`src/rtl/uart_rx.sv`:
```
// 8N1 UART receiver: two-flop input synchronizer, mid-bit sampling FSM and a
// single-entry holding register with a valid/ready handshake toward the consumer.
module uart_rx #(
    parameter int unsigned CLK_FREQ  = 50_000_000,
    parameter int unsigned BAUD_RATE = 115200
) (
    input  logic       clk,
    input  logic       rst_n,
    input  logic       rx,
    output logic [7:0] data_o,
    output logic       valid_o,
    input  logic       ready_i,
    output logic       frame_err_o,
    output logic       overrun_o
);

    localparam int unsigned CLKS_PER_BIT = CLK_FREQ / BAUD_RATE;
    localparam int unsigned TIMER_W      = $clog2(CLKS_PER_BIT);
    localparam logic [TIMER_W-1:0] FULL_LAST = TIMER_W'(CLKS_PER_BIT - 1);
    localparam logic [TIMER_W-1:0] HALF_LAST = TIMER_W'(CLKS_PER_BIT / 2 - 1);

    if (CLKS_PER_BIT < 4) begin : g_cpb_check
        $error("uart_rx: CLK_FREQ / BAUD_RATE must be at least 4");
    end

    typedef enum logic [2:0] {
        IDLE,
        START,
        DATA,
        STOP,
        WAIT_IDLE
    } state_t;

    state_t               state;
    logic                 rx_meta;
    logic                 rxs;
    logic [TIMER_W-1:0]   timer;
    logic [2:0]           bit_cnt;
    logic [7:0]           shift_reg;

    always_ff @(posedge clk or negedge rst_n) begin
        if (!rst_n) begin
            rx_meta <= 1'b1;
            rxs     <= 1'b1;
        end else begin
            rx_meta <= rx;
            rxs     <= rx_meta;
        end
    end

    always_ff @(posedge clk or negedge rst_n) begin
        if (!rst_n) begin
            state       <= IDLE;
            timer       <= '0;
            bit_cnt     <= '0;
            shift_reg   <= '0;
            data_o      <= '0;
            valid_o     <= 1'b0;
            frame_err_o <= 1'b0;
            overrun_o   <= 1'b0;
        end else begin
            frame_err_o <= 1'b0;
            overrun_o   <= 1'b0;

            // A completed byte later in this block overrides this clear.
            if (valid_o && ready_i) begin
                valid_o <= 1'b0;
            end

            case (state)
                IDLE: begin
                    if (!rxs) begin
                        state <= START;
                        timer <= '0;
                    end
                end

                START: begin
                    if (timer == HALF_LAST) begin
                        timer   <= '0;
                        bit_cnt <= '0;
                        state   <= rxs ? IDLE : DATA;
                    end else begin
                        timer <= timer + 1'b1;
                    end
                end

                DATA: begin
                    if (timer == FULL_LAST) begin
                        timer     <= '0;
                        shift_reg <= {rxs, shift_reg[7:1]};
                        bit_cnt   <= bit_cnt + 1'b1;
                        if (bit_cnt == 3'd7) begin
                            state <= STOP;
                        end
                    end else begin
                        timer <= timer + 1'b1;
                    end
                end

                STOP: begin
                    if (timer == FULL_LAST) begin
                        timer <= '0;
                        if (rxs) begin
                            state <= IDLE;
                            // Holding register is free if empty or being consumed now.
                            if (!valid_o || ready_i) begin
                                data_o  <= shift_reg;
                                valid_o <= 1'b1;
                            end else begin
                                overrun_o <= 1'b1;
                            end
                        end else begin
                            frame_err_o <= 1'b1;
                            state       <= WAIT_IDLE;
                        end
                    end else begin
                        timer <= timer + 1'b1;
                    end
                end

                WAIT_IDLE: begin
                    if (rxs) begin
                        state <= IDLE;
                    end
                end

                default: state <= IDLE;
            endcase
        end
    end

endmodule
```
`config.mk`:
```
export PLATFORM = sky130hd
export DESIGN_NAME = uart_rx
export DESIGN_NICKNAME = d
export VERILOG_FILES = /design/src/rtl/uart_rx.sv
export SDC_FILE = /design/constraint.sdc
export NUM_CORES = 1
export LEC_CHECK = 0
export CAP_MARGIN = 20
export CORE_MARGIN = 8
export CORE_UTILIZATION = 51
export DETAILED_ROUTE_END_ITERATION = 8
export PLACE_DENSITY = 0.74
export SLEW_MARGIN = 0
export SYNTH_ARGS = -nofsm -noshare
export SYNTH_HDL_FRONTEND = slang
export SYNTH_SLANG_ARGS = --single-unit
```
`constraint.sdc`:
```
create_clock -name clk -period 1.5 [get_ports clk]
set_input_delay 0.15 -clock clk [delete_from_list [all_inputs] [get_ports clk]]
set_output_delay 0.15 -clock clk [all_outputs]
set_load 0.01 [all_outputs]
```
==> flow_summary.yaml, run 1 <==
status:
  status: "finished with violations"
  violations: "setup timing"
timing:
  setup_viol: 31
  timing.hold.ws_ns: 0.203
  min_period_over_period_pct: 119
  finClkSkew_ns: 0.0116
  min_period_ns: 1.78
  max_freq_mhz: 561
  rsz0062_at_grt: "true"
  worstMarginPinSlew_ns: 0.447
  hold_viol: 0
  timing.slew.headroom_pct: 70.2
  setup_ws_ns: -0.283
  fin_setup_tns_ns: -5.91
  drv_slew: 0
route:
  num_vias: 1430
  dr.pass1.iters: 5
  avgViaCountPerCell: 5.77
  drc: 0
  routedWlPerCell_um: 17.5
  drt_iter0_drc: 119
  drt_wl_total_um: 4340
  antenna_left: 0
floorplanning:
  die_y_um: 74.8
  die-area_sq_mm: 0.00559
  initial_core_util_pct: 52.8
  die_w_um: 74.8
  pin_count: 15
  coreArea_sq_mm: 0.00334
  num_rows: 21
grt:
  use_met3_pct: 5.73
  grt_max_degree: 37
  grt_use_met1_pct: 19.6
  grt_overflow_total: 0
  grt_use_met2_pct: 28.3
  grt-busiest-layer: "met2"
  antenna_found_initial: 0
  grt_first_pass_wirelength_um: 7180
  grt_pass1_vias: 1511
  track_usage_pct: 17.1
pwr:
  internal_power_w: 0.00133
  p_leak_nw: 1.08
  power.density_mw_per_mm2: 699
  pwr-share-clk_pct: 40.3
  swShare_pct: 21.0
  comb_power_share_pct: 1.7
  power.total_w: 0.00169
  power_frac_seq_pct: 58.0
  ir_drop_mv: 0.497
  switchingPower_w: 0.000354
finish:
  nNetsFinal: 210
  final_cells: 248
  largest_reg_flops: 9
  num-fill-cells: 229
  antenna-diode-count: 0
  syn_to_final_growth_pct: 37.1
  layout-drive-gt1-share_pct: 40.6
  fin_area_sq_mm: 0.00241
critical_path:
  arrival_ns: 2.01
  slowest_delay_ns: 0.41
  cp_num_buf_inv: 1
  cp.required_ns: 1.73
  worstPathMaxFanout: 8
  worst-setup-path-type: "flop to flop"
  cp-end-kind: "flop"
  crit_slowest_cell: "dfrtp_1"
  cp_top_family: "simple AND/OR/NAND/NOR gates"
  crit_chain: "inv_2 -> ha_4 -> nand3b_1 -> nor4_4 -> nand4_4 -> mux2_4"
  crit_path_start_kind: "flop"
logic_synthesis:
  yosysTopAreaCell: "dfrtp_1"
  synth-edff-count: 0
  synth_area_per_cell_sq_um: 11.7
  synth.ff_latch_count: 36
  syn-num-nets: 159
  synth-main-ff-cell: "dfrtp_1"
  synth_cell_type_count: 46
  synthCells: 150
  yosys_warnings: 0
  synth_top_cell_area_share_pct: 48.3
  synth-async-reset-ratio_pct: 100
  yosysSeqAreaShare_pct: 51.3
  synth_area_leaders: "dfrtp_1, mux2_2, ha_1"
  syn-cell-area_sq_mm: 0.00176
placed_design:
  port_buffers: 14
  placed_cell_area_sq_mm: 0.00214
  place_hpwl_um: 2720
  gp_congestion: 0.835
  dp.cells: 230
hold_path:
  hp-class: "primary input to async pin"
clock_tree:
  clock_path_buffers: 2
  clk_latency_ns: 0.35
  cts_tree: "built"
  numCtsBuffers: 5
  h-tree-depth: 2
  clock-root-buffer: "clkbuf_4"
  clkSlewWorstSetupHoldPaths_ns: 0.11
  clock-sinks: 36
run:
  drv_cap: 0
[cell families after synthesis]
| logic type | after synthesis | share of synthesized area, % |
|---|---|---|
| buffers and inverters | 13 | 3.27 |
| DFF | 36 | 51.3 |
| and+or+nand+nor | 48 | 18.0 |
| AOI/OAI and AO/OA | 30 | 12.1 |
| muxes | 18 | 11.9 |
| adders and majority gates | 5 | 3.55 |
[layout by cell type (no fill, tap or decap), types with 2 or more instances in the layout]
master / n
dfrtp_2: 2
mux2_2: 7
mux2_4: 10
o21ai_0: 4
o21ai_1: 3
nand2_1: 13
o211ai_1: 8
a21oi_1: 2
clkbuf_4: 5
buf_6: 3
clkdlybuf4s50_1: 14
dfstp_2: 2
ha_1: 4
inv_1: 6
o31a_4: 2
nor4_4: 2
nand2b_1: 2
dfrtp_1: 32
or2_2: 2
nor2_1: 8
nand3_1: 3
nor3_1: 2
nand3b_1: 3
nor2_4: 2
buf_4: 30
a22o_1: 2
[cell type report]
cell class | instances | area (sq um) | area share (%)
timing repair buffer | 48 | 419 | 17.4
clock buffer | 6 | 41.3 | 1.71
tap | 46 | 57.6 | 2.38
sequential | 36 | 906 | 37.5
inverter | 7 | 26.3 | 1.09
clock inverter | 2 | 35.0 | 1.45
multi-input combinational | 103 | 930 | 38.5
[repair_timing]
action | in CTS | in global routing
gates cloned | 3 | 0
endpoints found under the hold margin | 0 | 0
hold buffers | 0 | 0
pin swaps | 11 | 1
buffers inserted | 5 | 2
gates resized for setup | 26 | 3
setup endpoints to repair | 31 | 32
[cells in the mapped netlist, types with 2 or more instances]
cell type / n
o211ai_1: 8
dfstp_2: 2
nor2_1: 8
dfrtp_1: 34
o21ai_0: 8
inv_1: 7
buf_2: 3
nand2_1: 13
or2_2: 2
nor3_1: 3
nand3_1: 3
nand3b_1: 3
a22o_1: 2
a21oi_1: 2
ha_1: 5
mux2_4: 2
mux2_2: 15
nand2b_1: 2
[worst register-to-register path, delay by kind of cell, from the launching register on]
family / cells / cell delay, ns
flip-flops: 1 / 0.41
buffers and inverters: 1 / 0.10
AND/OR/NAND/NOR: 3 / 0.69
multiplexers: 1 / 0.35
adder cells (fa/ha/maj): 1 / 0.13
[per-layer routing]
metal / up-vias / share of wire (%)
met5: - / 0
met3: 8 / 5.6
met4: 0 / 1.4
li1: 655 / -
met2: 53 / 52
met1: 714 / 41
[per-stage QoR]
step | utilization [%] | setup slack, ns
finish | 72.4 | -0.283
global route | 72.4 | -0.370
CTS | 71.6 | -0.284
detailed placement | 64.2 | -0.323
global placement | 64.2 | -0.249
floorplan | - | -0.131
[power by group through the flow]
stage,clock [W],combinational [W],sequential [W]
after floorplan,0,0.00000452,0.000994
after global placement,0,0.0000294,0.000997
after detailed placement,0,0.0000300,0.000997
after CTS,0.000683,0.0000304,0.000979
after global routing,0.000739,0.0000341,0.000980
final,0.000680,0.0000287,0.000979
[final timing paths]
check / start / endpoint / slack [ns] / cells past startpoint
worst max-delay path: timer[1] / data_o[4] / -0.28 / 6
max in group asynchronous: rst_n / rx_meta / 0.93 / 2
worst max register to register: timer[1] / data_o[4] / -0.28 / 6
worst min register to register: rx_meta / rxs / 0.36 / 0
min in group clk: rx / rx_meta / 0.21 / 1
worst min-delay path: rst_n / timer[7] / 0.20 / 2
Power figures use the tool's default switching activity.
==> inputs of run 2 (changes only) <==
--- a/config.mk
+++ b/config.mk
@@ -9,6 +9,7 @@
 export CORE_MARGIN = 8
 export CORE_UTILIZATION = 51
 export DETAILED_ROUTE_END_ITERATION = 8
+export GPL_ROUTABILITY_DRIVEN = 0
 export PLACE_DENSITY = 0.74
 export SLEW_MARGIN = 0
 export SYNTH_ARGS = -nofsm -noshare
==> results of run 2 <==
Final layout, timing and power as in run 1 (identical DEF).
